--- src/rtl/me_frame_sequencer.sv ---
`default_nettype none
// ============================================================================
// Module      : me_frame_sequencer
// Description : Frame-level driver for the hexbs_top motion-estimation core.
//               Walks all macroblocks of a frame in raster order, issues one
//               core start per MB and queues {mb_x, mb_y, mv_x, mv_y, sad}
//               in a first-word fall-through result FIFO. Includes a per-MB
//               watchdog and an abort input that flushes the FIFO.
// Revision    : 1.0 - initial release
// ============================================================================
module me_frame_sequencer #(
    parameter int FRAME_WIDTH     = 352,
    parameter int FRAME_HEIGHT    = 240,
    parameter int MB_SIZE         = 16,
    parameter int ADDR_W          = 32,
    parameter int MV_W            = 6,
    parameter int SAD_W           = 16,
    parameter int FIFO_DEPTH      = 8,
    parameter int WATCHDOG_CYCLES = 50000
) (
    input  logic                     clk,
    input  logic                     rst_n,
    input  logic                     start,
    input  logic [15:0]              frame_idx,
    input  logic                     abort,
    output logic                     busy,
    output logic                     frame_done,
    output logic                     timeout_err,
    output logic                     cfg_err,
    output logic [15:0]              mb_count,
    output logic                     me_start,
    output logic [ADDR_W-1:0]        me_frame_addr,
    output logic [ADDR_W-1:0]        me_ref_addr,
    output logic [ADDR_W-1:0]        me_mb_x,
    output logic [ADDR_W-1:0]        me_mb_y,
    input  logic signed [MV_W-1:0]   me_mv_x,
    input  logic signed [MV_W-1:0]   me_mv_y,
    input  logic [SAD_W-1:0]         me_sad,
    input  logic                     me_done,
    output logic                     res_valid,
    input  logic                     res_ready,
    output logic [ADDR_W-1:0]        res_mb_x,
    output logic [ADDR_W-1:0]        res_mb_y,
    output logic signed [MV_W-1:0]   res_mv_x,
    output logic signed [MV_W-1:0]   res_mv_y,
    output logic [SAD_W-1:0]         res_sad
);

    localparam logic [1:0] c_ST_IDLE  = 2'd0;
    localparam logic [1:0] c_ST_ISSUE = 2'd1;
    localparam logic [1:0] c_ST_WAIT  = 2'd2;
    localparam logic [1:0] c_ST_DRAIN = 2'd3;

    localparam int c_ENTRY_W = 2 * ADDR_W + 2 * MV_W + SAD_W;
    localparam int c_CNT_W   = $clog2(FIFO_DEPTH + 1);
    localparam int c_PTR_W   = $clog2(FIFO_DEPTH);
    localparam int c_WD_W    = $clog2(WATCHDOG_CYCLES);

    localparam logic [ADDR_W-1:0]  c_MB_STEP = ADDR_W'(MB_SIZE);
    localparam logic [ADDR_W-1:0]  c_X_LAST  = ADDR_W'(FRAME_WIDTH - MB_SIZE);
    localparam logic [ADDR_W-1:0]  c_Y_LAST  = ADDR_W'(FRAME_HEIGHT - MB_SIZE);
    localparam logic [ADDR_W-1:0]  c_PIX     = ADDR_W'(FRAME_WIDTH * FRAME_HEIGHT);
    localparam logic [c_CNT_W-1:0] c_FULL    = c_CNT_W'(FIFO_DEPTH);
    localparam logic [c_PTR_W-1:0] c_PTR_MAX = c_PTR_W'(FIFO_DEPTH - 1);
    localparam logic [c_WD_W-1:0]  c_WD_LAST = c_WD_W'(WATCHDOG_CYCLES - 1);

    generate
        if ((FRAME_WIDTH % MB_SIZE) != 0) begin : g_chk_width
            $error("FRAME_WIDTH must be a multiple of MB_SIZE");
        end
        if ((FRAME_HEIGHT % MB_SIZE) != 0) begin : g_chk_height
            $error("FRAME_HEIGHT must be a multiple of MB_SIZE");
        end
        if (FIFO_DEPTH < 2) begin : g_chk_depth
            $error("FIFO_DEPTH must be at least 2");
        end
        if (WATCHDOG_CYCLES < 2) begin : g_chk_wd
            $error("WATCHDOG_CYCLES must be at least 2");
        end
    endgenerate

    logic [1:0]           r_state;
    logic [c_WD_W-1:0]    r_wd;
    logic [c_CNT_W-1:0]   r_count;
    logic [c_PTR_W-1:0]   r_wr_ptr;
    logic [c_PTR_W-1:0]   r_rd_ptr;
    logic [c_ENTRY_W-1:0] r_mem [FIFO_DEPTH];

    logic                 w_full;
    logic                 w_done_q;
    logic                 w_push;
    logic                 w_pop;
    logic                 w_last_mb;
    logic [ADDR_W-1:0]    w_frame_addr;
    logic [ADDR_W-1:0]    w_ref_addr;
    logic [c_ENTRY_W-1:0] w_entry;
    logic [c_ENTRY_W-1:0] w_head;
    logic [ADDR_W-1:0]    w_h_x;
    logic [ADDR_W-1:0]    w_h_y;
    logic signed [MV_W-1:0] w_h_mvx;
    logic signed [MV_W-1:0] w_h_mvy;
    logic [SAD_W-1:0]     w_h_sad;

    // Products taken modulo 2^ADDR_W: identical to the full-width product truncated.
    assign w_frame_addr = ADDR_W'(frame_idx) * c_PIX;
    assign w_ref_addr   = ADDR_W'(frame_idx - 16'd1) * c_PIX;

    assign w_full    = (r_count == c_FULL);
    // The first WAIT cycle (r_wd == 0) gives the core time to drop a stale done.
    assign w_done_q  = (r_state == c_ST_WAIT) && me_done && (r_wd != '0);
    assign w_push    = w_done_q && !abort;
    assign w_pop     = res_valid && res_ready;
    assign w_last_mb = (me_mb_x == c_X_LAST) && (me_mb_y == c_Y_LAST);
    assign me_start  = (r_state == c_ST_ISSUE) && !w_full && !abort;

    assign w_entry = {me_mb_x, me_mb_y, me_mv_x, me_mv_y, me_sad};
    assign w_head  = r_mem[r_rd_ptr];
    assign {w_h_x, w_h_y, w_h_mvx, w_h_mvy, w_h_sad} = w_head;

    // Head fields are forced to zero when empty so the outputs are defined after reset.
    assign res_valid = (r_count != '0);
    assign res_mb_x  = res_valid ? w_h_x   : '0;
    assign res_mb_y  = res_valid ? w_h_y   : '0;
    assign res_mv_x  = res_valid ? w_h_mvx : '0;
    assign res_mv_y  = res_valid ? w_h_mvy : '0;
    assign res_sad   = res_valid ? w_h_sad : '0;

    function automatic logic [c_PTR_W-1:0] f_next_ptr(input logic [c_PTR_W-1:0] p);
        return (p == c_PTR_MAX) ? '0 : p + 1'b1;
    endfunction

    // Frame sequencing state machine: MB walk, watchdog, status flags.
    always_ff @(posedge clk or negedge rst_n) begin
        if (!rst_n) begin
            r_state       <= c_ST_IDLE;
            r_wd          <= '0;
            busy          <= 1'b0;
            frame_done    <= 1'b0;
            timeout_err   <= 1'b0;
            cfg_err       <= 1'b0;
            mb_count      <= '0;
            me_frame_addr <= '0;
            me_ref_addr   <= '0;
            me_mb_x       <= '0;
            me_mb_y       <= '0;
        end else begin
            frame_done <= 1'b0;
            if (abort) begin
                r_state <= c_ST_IDLE;
                busy    <= 1'b0;
            end else begin
                case (r_state)
                    c_ST_IDLE: begin
                        if (start) begin
                            timeout_err <= 1'b0;
                            if (frame_idx != 16'd0) begin
                                me_frame_addr <= w_frame_addr;
                                me_ref_addr   <= w_ref_addr;
                                me_mb_x       <= '0;
                                me_mb_y       <= '0;
                                mb_count      <= '0;
                                cfg_err       <= 1'b0;
                                busy          <= 1'b1;
                                r_state       <= c_ST_ISSUE;
                            end else begin
                                cfg_err <= 1'b1;
                            end
                        end
                    end
                    c_ST_ISSUE: begin
                        if (!w_full) begin
                            r_wd    <= '0;
                            r_state <= c_ST_WAIT;
                        end
                    end
                    c_ST_WAIT: begin
                        if (w_done_q) begin
                            if (mb_count != 16'hFFFF) begin
                                mb_count <= mb_count + 16'd1;
                            end
                            if (me_mb_x == c_X_LAST) begin
                                me_mb_x <= '0;
                                me_mb_y <= me_mb_y + c_MB_STEP;
                            end else begin
                                me_mb_x <= me_mb_x + c_MB_STEP;
                            end
                            r_state <= w_last_mb ? c_ST_DRAIN : c_ST_ISSUE;
                        end else if (r_wd == c_WD_LAST) begin
                            timeout_err <= 1'b1;
                            busy        <= 1'b0;
                            r_state     <= c_ST_IDLE;
                        end else begin
                            r_wd <= r_wd + 1'b1;
                        end
                    end
                    c_ST_DRAIN: begin
                        if (r_count == '0) begin
                            frame_done <= 1'b1;
                            busy       <= 1'b0;
                            r_state    <= c_ST_IDLE;
                        end
                    end
                    default: r_state <= c_ST_IDLE;
                endcase
            end
        end
    end

    // Result FIFO bookkeeping; abort flushes everything.
    always_ff @(posedge clk or negedge rst_n) begin
        if (!rst_n) begin
            r_count  <= '0;
            r_wr_ptr <= '0;
            r_rd_ptr <= '0;
        end else if (abort) begin
            r_count  <= '0;
            r_wr_ptr <= '0;
            r_rd_ptr <= '0;
        end else begin
            if (w_push) begin
                r_wr_ptr <= f_next_ptr(r_wr_ptr);
            end
            if (w_pop) begin
                r_rd_ptr <= f_next_ptr(r_rd_ptr);
            end
            case ({w_push, w_pop})
                2'b10:   r_count <= r_count + 1'b1;
                2'b01:   r_count <= r_count - 1'b1;
                default: r_count <= r_count;
            endcase
        end
    end

    // Result storage; the push is only issued when a slot is free.
    always_ff @(posedge clk) begin
        if (w_push) begin
            r_mem[r_wr_ptr] <= w_entry;
        end
    end

endmodule
`default_nettype wire
--- config.mk ---
export PLATFORM = sky130hd
export DESIGN_NAME = me_frame_sequencer
export DESIGN_NICKNAME = d
export VERILOG_FILES = /design/src/rtl/me_frame_sequencer.sv
export SDC_FILE = /design/constraint.sdc
export NUM_CORES = 1
export LEC_CHECK = 0
export BUFFER_PORTS_ARGS = -buffer_cell sky130_fd_sc_hd__buf_2
export CAP_MARGIN = 40
export CORE_UTILIZATION = 39
export CTS_CLUSTER_SIZE = 30
export DETAILED_ROUTE_END_ITERATION = 8
export PLACE_DENSITY = 0.63
export SYNTH_ARGS = -nofsm -noshare
export SYNTH_HDL_FRONTEND = slang
export SYNTH_SLANG_ARGS = --single-unit
--- constraint.sdc ---
create_clock -name clk -period 8.5 [get_ports clk]
set_input_delay 1.275 -clock clk [delete_from_list [all_inputs] [get_ports clk]]
set_output_delay 1.275 -clock clk [all_outputs]
set_load 0.05 [all_outputs]
==> run metrics, run 1 <==
Cell Area, Synth 37500 sq um; Die Y 312 um; final setup vio count 0; Final nets about 3000; Worst EP arrival 6470 ps; Flop pwr share 0.368; Area contributors post-synth edfxtp_1 54%, mux4_2 10%, dfrtp_1 10%; number of setup buffers added after CTS 0; Peak Freq 167 MHz; Static Leak around 16 nW; number of synthesized register bits 822; H-tree depth 3; crit-path cells buf_2, inv_1, ha_1, or4b_1, nor2_4, nand2_1, xnor2_1, ha_1, inv_1, fa_1, inv_1, fa_1, ha_1, ha_1, a21o_1, a31oi_1, o21ai_0, nand2b_1, o41ai_1, xnor2_1, o21ai_1; DP Wirelength about 55000 um; placed instance area 40500 sq um; CTS tree built; minimum clock period 6010 ps; Synthesis Warnings 0; sequential fraction of the synthesis area 0.638; Resize count post-CTS 0; largest net degree at the start of global routing 106; Detailed Route WL 87100 um; placement row count 113; largest area contributor in the netlist edfxtp_1; clock power share 0.283; clock sinks 822; Filler cells 8361; Synth Instances approximately 2400; post-layout util 0.454; worst-margin pin slew 908 ps; slew margin rel. 0.394; Distinct cells, synth 68; Layout Skew 31.8 ps; EDFF count, synth 672; First-pass DRT Iterations 5; fin crit share 0.707; layout cells sized above 1 0.224; Final Power 12.7 mW; setup TNS 0 ps; pwr dens approximately 290 nW/um^2; initial antenna violation count 3; ys flop type edfxtp_1; commonest cells after routing, fill and taps aside 672 x edfxtp_1, 256 x buf_2, 203 x nor2_1; CP Data Required Time around 9000 ps; width of the die 312 um; Critical-path top delay cell or4b_1; global-route wire length before repair 134000 um; kind of critical path input pin to register; max cap viols 0; Initial Util 0.394; CP max stage delay ~520 ps; io pins roughly 300; worst hold path type input pin to async pin; cts hold-fix bufs 0; GPL Wtd Cong 0.850; Synth top area share 0.538; Clock Tree Buf Depth 3; clock latency on the worst-skew pair around 650 ps; RSZ-0062 raised after global routing false; Final Hold Viols 0; Iter 0 DRT Violations 1482; Critical Path Sink Type register; via count 21300; status finished clean; P_int 7.88 mW; fraction of registers with async set/reset 0.182; design area between 40000 and 50000 sq um; Register Area 23900 sq um; P&R area growth vs syn 15.1%; gr usage total 0.179; vias in the first global route between 20000 and 25000; multi-input logic area 12600 sq um; cts bufs inserted 88; P_sw around 4.8 mW; WL/cell 21.4 um; clock slew seen by the registers of the worst setup and hold paths 60 ps; CP Launch Type input pin; CP Max Fanout 6; core footprint ~95000 sq um; total gr overflow 0; cell mode on critical path ha_1; Post-Syn Area per Cell 15.5 sq um; commonest non-fill, non-tap cell in the layout edfxtp_1; # DRC 0; fin. max-slew vios 0; IO Port Bufs 257; full die area 97400 sq um; maximum VDD drop 0.196 mV; Routed Antenna Nets 0; vias per inst ~5.2; root buffer cell clkbuf_16; part of the power in combinational logic 0.350; Switching Share 0.378
-- cell families after synthesis --
logic type               synth area share
multiplexers                        0.126
AO/OA/AOI/OAI                      0.0350
XOR/XNOR                           0.0307
buffers and inverters              0.0300
AND/OR/NAND/NOR                    0.0695
adder cells (fa/ha/maj)            0.0709
flip-flops                          0.638
other                            0.000100
-- final timing paths --
kind | startpoint | depth (start not counted) | to | slack [ps]
worst max register to register | r_count[1] | 12 | r_count[3] | 5000
worst max-delay path | frame_idx[0] | 21 | me_ref_addr[31] | 2490
min in group clk | me_frame_addr[13] | 2 | me_frame_addr[13] | 480
worst min register to register | me_frame_addr[13] | 2 | me_frame_addr[13] | 480
worst min-delay path | rst_n | 1 | mb_count[0] | 470
max in group asynchronous | rst_n | 3 | r_rd_ptr[0] | 6500
-- final cells by class --
class / count / share of cell area
flip-flops and latches: 822 / 0.555
multi-input cells: 1374 / 0.293
well taps: 1265 / 0.0367
clock inverters: 50 / 0.00826
clock buffers: 113 / 0.0546
diodes: 2 / 0.000116
repair buffers: 296 / 0.0407
inverters: 140 / 0.0122
-- critical path, delay by kind of cell --
kind / cells / cell delay [ps]
buffers and inverters: 4 / 420
xor gates and xnor gates: 2 / 660
and+or+nand+nor: 4 / 980
AOI/OAI and AO/OA: 5 / 990
adders and majority gates: 6 / 2150
-- layer usage --
layer | GRT usage | up-vias | wire (um)
met2 | 0.303 | 506 | 42800
li1 | - | 9669 | -
met4 | 0.0528 | 6 | 1760
met1 | 0.233 | 11000 | 37500
met5 | 0 | - | 30
met3 | 0.0347 | 104 | 4950
-- registers in the layout (all words and copies together) (netlist names) --
| name | count |
|---|---|
| busy | 1 |
| cfg_err | 1 |
| frame_done | 1 |
| mb_count | 16 |
| me_frame_addr | 23 |
| me_mb_x | 28 |
| me_mb_y | 28 |
| me_ref_addr | 23 |
| r_count | 4 |
| r_mem | 672 |
| r_rd_ptr | 3 |
| r_state | 2 |
| r_wd | 16 |
| r_wr_ptr | 3 |
| timeout_err | 1 |
-- through the flow --
stage | worst slack (ps) | hold slack [ps] | cells
2_1_floorplan | 29.0 | 497 | 2458
3_3_place_gp | 1940 | 457 | 3887
3_5_place_dp | 1860 | 465 | 3897
4_1_cts | 2550 | 428 | 4060
5_1_grt | 2180 | 453 | 4060
6_report | 2490 | 474 | 4062
-- power by group through the flow --
stage / registers [mW] / clock network (mW) / logic (mW)
2_1_floorplan: 5.06 / 0 / 2.99
3_3_place_gp: 4.75 / 0 / 4.42
3_5_place_dp: 4.74 / 0 / 4.49
4_1_cts: 4.66 / 3.68 / 4.50
5_1_grt: 4.68 / 3.84 / 4.78
6_report: 4.66 / 3.58 / 4.43
-- cells in the mapped netlist (all sizes together), types with 2 or more instances --
| cell | n |
|---|---|
| nand3 | 40 |
| buf | 63 |
| mux2i | 91 |
| nand4b | 2 |
| o21ai | 74 |
| and4 | 11 |
| nand4 | 27 |
| ha | 150 |
| nand2b | 9 |
| dfrtp | 150 |
| o31a | 2 |
| nand2 | 134 |
| clkbuf | 59 |
| o2111ai | 4 |
| a211o | 3 |
| inv | 140 |
| a41o | 4 |
| nor2 | 211 |
| a311oi | 2 |
| xor2 | 58 |
| or4 | 3 |
| fa | 39 |
| and2 | 4 |
| edfxtp | 672 |
| o31ai | 10 |
| o21a | 5 |
| nor3 | 22 |
| nor3b | 6 |
| or2 | 3 |
| nor2b | 10 |
| a21oi | 60 |
| nor4b | 3 |
| mux2 | 2 |
| a211oi | 6 |
| or3 | 27 |
| nor4 | 16 |
| mux4 | 168 |
| xnor2 | 71 |
| a21o | 21 |
| and3 | 15 |
| a31oi | 10 |
| a21boi | 4 |
Note: power is estimated with default switching activity, not from simulation.
==> run 2, diff against run 1 <==
--- a/config.mk
+++ b/config.mk
@@ -10,7 +10,7 @@
 export CORE_UTILIZATION = 39
 export CTS_CLUSTER_SIZE = 30
 export DETAILED_ROUTE_END_ITERATION = 8
-export PLACE_DENSITY = 0.63
+export PLACE_DENSITY = 0.61
 export SYNTH_ARGS = -nofsm -noshare
 export SYNTH_HDL_FRONTEND = slang
 export SYNTH_SLANG_ARGS = --single-unit
==> constraint.sdc (replaced) <==
create_clock -name clk -period 5.75 [get_ports clk]
set_input_delay 0.8625 -clock clk [delete_from_list [all_inputs] [get_ports clk]]
set_output_delay 0.8625 -clock clk [all_outputs]
set_load 0.05 [all_outputs]
==> run metrics, run 2 (synthesis results as in run 1) <==
status finished clean (unchanged); clock sinks 822 (unchanged); IO Port Bufs 257 (unchanged); Static Leak 16.7 nW (was 16.4 nW); Critical-path top delay cell or4b_1 (unchanged); M2 GR Usage 0.308 (was 0.303); fin. max-slew vios 0 (unchanged); clock power share 0.301 (was 0.283); Clock Tree Buf Depth 3 (unchanged); kind of critical path input pin to register (unchanged); Layout Skew 14.5 ps (was 31.8 ps); Worst Reg2Reg Path Length in Cells 10 (was 12); Resize count post-CTS 0 (unchanged); delay-heaviest family, CP adder cells (unchanged); antenna cells 0 (was 2); minimum clock period 4930 ps; P_sw 7.14 mW (was 4.79 mW); Peak Freq roughly 200 MHz; top flop regs r_mem x672, me_mb_x x28, me_mb_y x28 (unchanged); Iter 0 DRT Violations 1500 (was 1482); P_int 12.2 mW (was 7.88 mW); Initial Util 0.394 (unchanged); Most flops, register r_mem (unchanged); Die Y 312 um (unchanged); vias in the first global route 22400 (was 22500); via count 21400 (was 21300); Detailed Route WL 88400 um (was 87100 um); WL/cell 21.6 um (was 21.4 um); largest net degree at the start of global routing 85 (was 106); CP Data Required Time 6290 ps (was 8970 ps); GR met3 Demand/Resource 0.0377 (was 0.0347); cell mode on critical path ha_1 (unchanged); CP Depth 21 (unchanged); core footprint 95200 sq um (unchanged); WHS 195 ps (was 474 ps); slew margin rel. 0.399 (was 0.394); Final Power 19.3 mW (was 12.7 mW); CP Max Fanout 5 (was 6); pre-CTS setup slack 104 ps (was 1860 ps); buffer and inverter count on the worst path 4 (unchanged); CP Launch Type input pin (unchanged); gr usage total 0.182 (was 0.179); initial antenna violation count 5 (was 3); clock latency on the worst-skew pair 650 ps (about the same); Cell Count, Final, Fillers Out 4093 (was 4062); max FFs per register 672 (unchanged); Final Hold Viols 0 (unchanged); # DRC 0 (unchanged); RSZ-0062 raised after global routing false (unchanged); commonest cells after routing, fill and taps aside 672 x edfxtp_1, 257 x buf_2, 203 x nor2_1 (was 672 x edfxtp_1, 256 x buf_2, 203 x nor2_1); maximum VDD drop 0.465 mV (was 0.196 mV); Switching Share 0.370 (was 0.378); width of the die 312 um (unchanged); total gr overflow 0 (unchanged); commonest non-fill, non-tap cell in the layout edfxtp_1 (unchanged); number of setup buffers added after CTS 0 (unchanged); H-tree depth 3 (unchanged); Flop pwr share 0.355 (was 0.368); crit-path cells buf_2, inv_1, ha_1, or4b_1, nor2_4, nand2_1, xnor2_1, ha_1, inv_1, fa_1, inv_1, fa_1, ha_1, ha_1, a21o_1, a31oi_1, o21ai_0, nand2b_1, o41ai_1, xnor2_1, o21ai_1 (unchanged); Critical Path Sink Type register (unchanged); cts hold-fix bufs 0 (unchanged); pwr dens 441 nW/um^2 (was 293 nW/um^2); root buffer cell clkbuf_16 (unchanged); setup ws final 816 ps (was 2490 ps); cts bufs inserted 88 (unchanged); First-pass DRT Iterations 5 (unchanged); fin crit share 0.858; vias per inst 5.24 (was 5.23); full die area 97400 sq um (unchanged); CP max stage delay 510 ps (was 520 ps); P&R area growth vs syn 16.7% (was 15.1%); final setup vio count 0 (unchanged); GRT busiest layer met2 (unchanged); Worst EP arrival 5470 ps (was 6470 ps); Final nets 2991 (was 2961); met1 Track Usage GR 0.235 (was 0.233); clock slew seen by the registers of the worst setup and hold paths 60 ps (about the same); global-route wire length before repair 135000 um (was 134000 um); layout cells sized above 1 0.233 (was 0.224); DP Wirelength 56700 um (was 54700 um); placement row count 113 (unchanged); Routed Antenna Nets 0 (unchanged); part of the power in combinational logic 0.344 (was 0.350); io pins 292 (unchanged); worst hold path type input pin to async pin (unchanged); worst-margin pin slew 897 ps (was 908 ps); max cap viols 0 (unchanged); GPL Wtd Cong 0.839 (was 0.850); placed instance count 3927 (was 3897); CTS tree built (unchanged)
==> run 2: stage by stage <==
stage               utilization  TNS [ps]  area (sq um)
floorplan                     -     -8270         37600
detailed placement        0.428         0         40700
finish                    0.460         0         43800
CTS                       0.460         0         43800
global placement          0.426         0         40500
global route              0.460         0         43800
==> run 2: final timing paths <==
path                                  from              end  slack, ps
setup / recovery              frame_idx[1]  me_ref_addr[31]        820
hold / removal                       rst_n  me_ref_addr[19]        190
setup reg to reg                r_state[0]      me_mb_y[30]       2340
hold reg to reg            me_ref_addr[13]  me_ref_addr[13]        480
max in group asynchronous            rst_n      r_rd_ptr[0]       4260
min in group clk           me_ref_addr[13]  me_ref_addr[13]        480
==> run 2: area by class of cell <==
cell class	instances	area, sq um
clock inverter	59	649
multi-input combinational	1374	12700
clock buffer	107	2370
inverter	140	526
tap	1265	1580
fill	8286	51400
sequential	822	23900
timing repair buffer	326	2030
==> run 2: metal layers <==
metal  up-vias  routed length (um)
met4         8                1910
li1       9749                   -
met5         -                  46
met1     11000               37100
met2       519               44200
met3       113                5160
==> run 2: power groups by stage <==
stage	clock (mW)	sequential [mW]	combinational [mW]
2_1_floorplan	0	7.48	4.42
3_3_place_gp	0	7.05	6.56
3_5_place_dp	0	6.97	6.74
4_1_cts	5.96	6.86	6.76
5_1_grt	6.18	6.88	7.17
6_report	5.82	6.85	6.64
==> run 2: worst reg2reg max path: stages, from the launching register on <==
cell,delay [ps]
dfrtp_1,460
inv_1,130
ha_1,190
buf_4,300
nand2b_1,120
a21o_1,190
a41o_1,340
a21o_1,340
or4_1,730
or3_1,380
a21oi_1,140
==> run 3, diff against run 2 <==
--- a/config.mk
+++ b/config.mk
@@ -8,6 +8,7 @@
 export BUFFER_PORTS_ARGS = -buffer_cell sky130_fd_sc_hd__buf_2
 export CAP_MARGIN = 40
 export CORE_UTILIZATION = 39
+export CTS_BUF_LIST = sky130_fd_sc_hd__clkbuf_8 sky130_fd_sc_hd__clkbuf_16
 export CTS_CLUSTER_SIZE = 30
 export DETAILED_ROUTE_END_ITERATION = 8
 export PLACE_DENSITY = 0.61
==> run metrics, run 3 (synthesis results as in run 1) <==
P_int 12.1 mW (was 12.2 mW); H-tree depth 3 (unchanged); CP max stage delay 510 ps (about the same); Filler cells 8286 (unchanged); Cell Count, Final, Fillers Out 4093 (unchanged); Die Y 312 um (unchanged); worst setup path endpoint me_ref_addr[31] (unchanged); Worst Reg2Reg Path Length in Cells 10 (unchanged); antenna cells 0 (unchanged); maximum VDD drop 0.468 mV (was 0.465 mV); placed instance area 40700 sq um (unchanged); CP Launch Type input pin (unchanged); Final nets 2991 (unchanged); fin. max-slew vios 0 (unchanged); worst-margin pin slew 899 ps (was 897 ps); CP Depth 21 (unchanged); Layout Skew 14.1 ps (was 14.5 ps); Routed Antenna Nets 0 (unchanged); R2R setup slack 2340 ps (about the same); GRT busiest layer met2 (unchanged); commonest cells after routing, fill and taps aside 672 x edfxtp_1, 257 x buf_2, 203 x nor2_1 (unchanged); max FFs per register 672 (unchanged); final setup vio count 0 (unchanged); r2r startpoint r_state[0] (unchanged); Critical-path top delay cell or4b_1 (unchanged); full die area 97400 sq um (unchanged); CP Data Required Time 6290 ps (about the same); IO Port Bufs 257 (unchanged); gr usage total 0.182 (unchanged); Flop pwr share 0.355 (about the same); setup ws final 819 ps (was 816 ps); fin crit share 0.858 (about the same); CP Max Fanout 5 (unchanged); part of the power in combinational logic 0.344 (about the same); Final Hold Viols 0 (unchanged); worst reg2reg path endpoint me_mb_y[30] (unchanged); GPL Wtd Cong 0.839 (unchanged); First-pass DRT Iterations 5 (unchanged); pwr dens 441 nW/um^2 (about the same); design area 43800 sq um (unchanged); slew margin rel. 0.398 (was 0.399); cts hold-fix bufs 0 (unchanged); cts bufs inserted 88 (unchanged); # DRC 0 (unchanged); placed instance count 3927 (unchanged); WL/cell 21.6 um (about the same); clock latency on the worst-skew pair 650 ps (about the same); Resize count post-CTS 0 (unchanged); Peak Freq 203 MHz (about the same); clock slew seen by the registers of the worst setup and hold paths 60 ps (about the same); pre-CTS setup slack 104 ps (unchanged); status finished clean (unchanged); root buffer cell clkbuf_16 (unchanged); minimum clock period 4930 ps (about the same); largest net degree at the start of global routing 85 (unchanged); post-layout util 0.460 (unchanged); buffer and inverter count on the worst path 4 (unchanged); global-route wire length before repair 135000 um (about the same); M2 GR Usage 0.308 (about the same); width of the die 312 um (unchanged); CP Launch Point frame_idx[1] (unchanged); Final Power 19.3 mW (about the same); Most flops, register r_mem (unchanged); clock sinks 822 (unchanged); Detailed Route WL 88300 um (was 88400 um); RSZ-0062 raised after global routing false (unchanged); layout cells sized above 1 0.233 (unchanged); Clock Tree Buf Depth 3 (unchanged); Static Leak 16.8 nW (was 16.7 nW); total gr overflow 0 (unchanged); cell mode on critical path ha_1 (unchanged); vias per inst 5.24 (about the same); Switching Share 0.370 (about the same); vias in the first global route 22400 (unchanged); number of setup buffers added after CTS 0 (unchanged); core footprint 95200 sq um (unchanged); Critical Path Sink Type register (unchanged); via count 21400 (about the same); P_sw 7.14 mW (about the same); clock power share 0.300 (was 0.301); DP Wirelength 56700 um (unchanged); delay-heaviest family, CP adder cells (unchanged); Iter 0 DRT Violations 1569 (was 1500); met1 Track Usage GR 0.235 (about the same); Worst EP arrival 5470 ps (about the same); initial antenna violation count 5 (unchanged); kind of critical path input pin to register (unchanged); max cap viols 0 (unchanged); top flop regs r_mem x672, me_mb_x x28, me_mb_y x28 (unchanged); placement row count 113 (unchanged); commonest non-fill, non-tap cell in the layout edfxtp_1 (unchanged); P&R area growth vs syn 16.7% (unchanged); worst hold path type input pin to async pin (unchanged); GR met3 Demand/Resource 0.0377 (unchanged); CTS tree built (unchanged); crit-path cells buf_2, inv_1, ha_1, or4b_1, nor2_4, nand2_1, xnor2_1, ha_1, inv_1, fa_1, inv_1, fa_1, ha_1, ha_1, a21o_1, a31oi_1, o21ai_0, nand2b_1, o41ai_1, xnor2_1, o21ai_1 (unchanged); io pins 292 (unchanged); Initial Util 0.394 (unchanged)
==> run 3: metrics by stage <==
step | TNS [ps] | hold WS [ps]
3_3_place_gp | 0 | 455
5_1_grt | 0 | 221
6_report | 0 | 196
4_1_cts | 0 | 178
2_1_floorplan | -8270 | 497
3_5_place_dp | 0 | 457
==> run 3: cell type report <==
cell class	count	area [sq um]	share of cell area
well taps	1265	1580	0.0362
multi-input cells	1374	12700	0.289
flip-flops and latches	822	23900	0.547
inverters	140	526	0.0120
repair buffers	326	2030	0.0464
clock buffers	94	2320	0.0530
clock inverters	72	698	0.0160
==> run 3: layer usage <==
layer  wire length (um)  share of wire
met5                 46        0.00052
met4               1900          0.022
met3               5010          0.057
met2              44200           0.50
met1              37200           0.42
==> run 3: power by group through the flow <==
stage / logic [mW] / registers, mW / clock network (mW)
after detailed placement: 6.74 / 6.97 / 0
final: 6.64 / 6.85 / 5.79
after global placement: 6.56 / 7.05 / 0
after global routing: 7.17 / 6.88 / 6.16
after floorplan: 4.42 / 7.48 / 0
after CTS: 6.76 / 6.86 / 5.94
==> run 3: worst min-delay path by stage <==
| stage | startpoint | end | slack [ps] | cells after the start |
|---|---|---|---|---|
| finish | rst_n | me_ref_addr[19] | 200 | 1 |
| global route | rst_n | me_ref_addr[19] | 220 | 1 |
| CTS | rst_n | me_ref_addr[13] | 180 | 1 |
| detailed placement | me_ref_addr[12] | me_ref_addr[12] | 460 | 2 |
| global placement | me_ref_addr[13] | me_ref_addr[13] | 460 | 2 |
| floorplan | r_wd[0] | r_wd[0] | 500 | 2 |
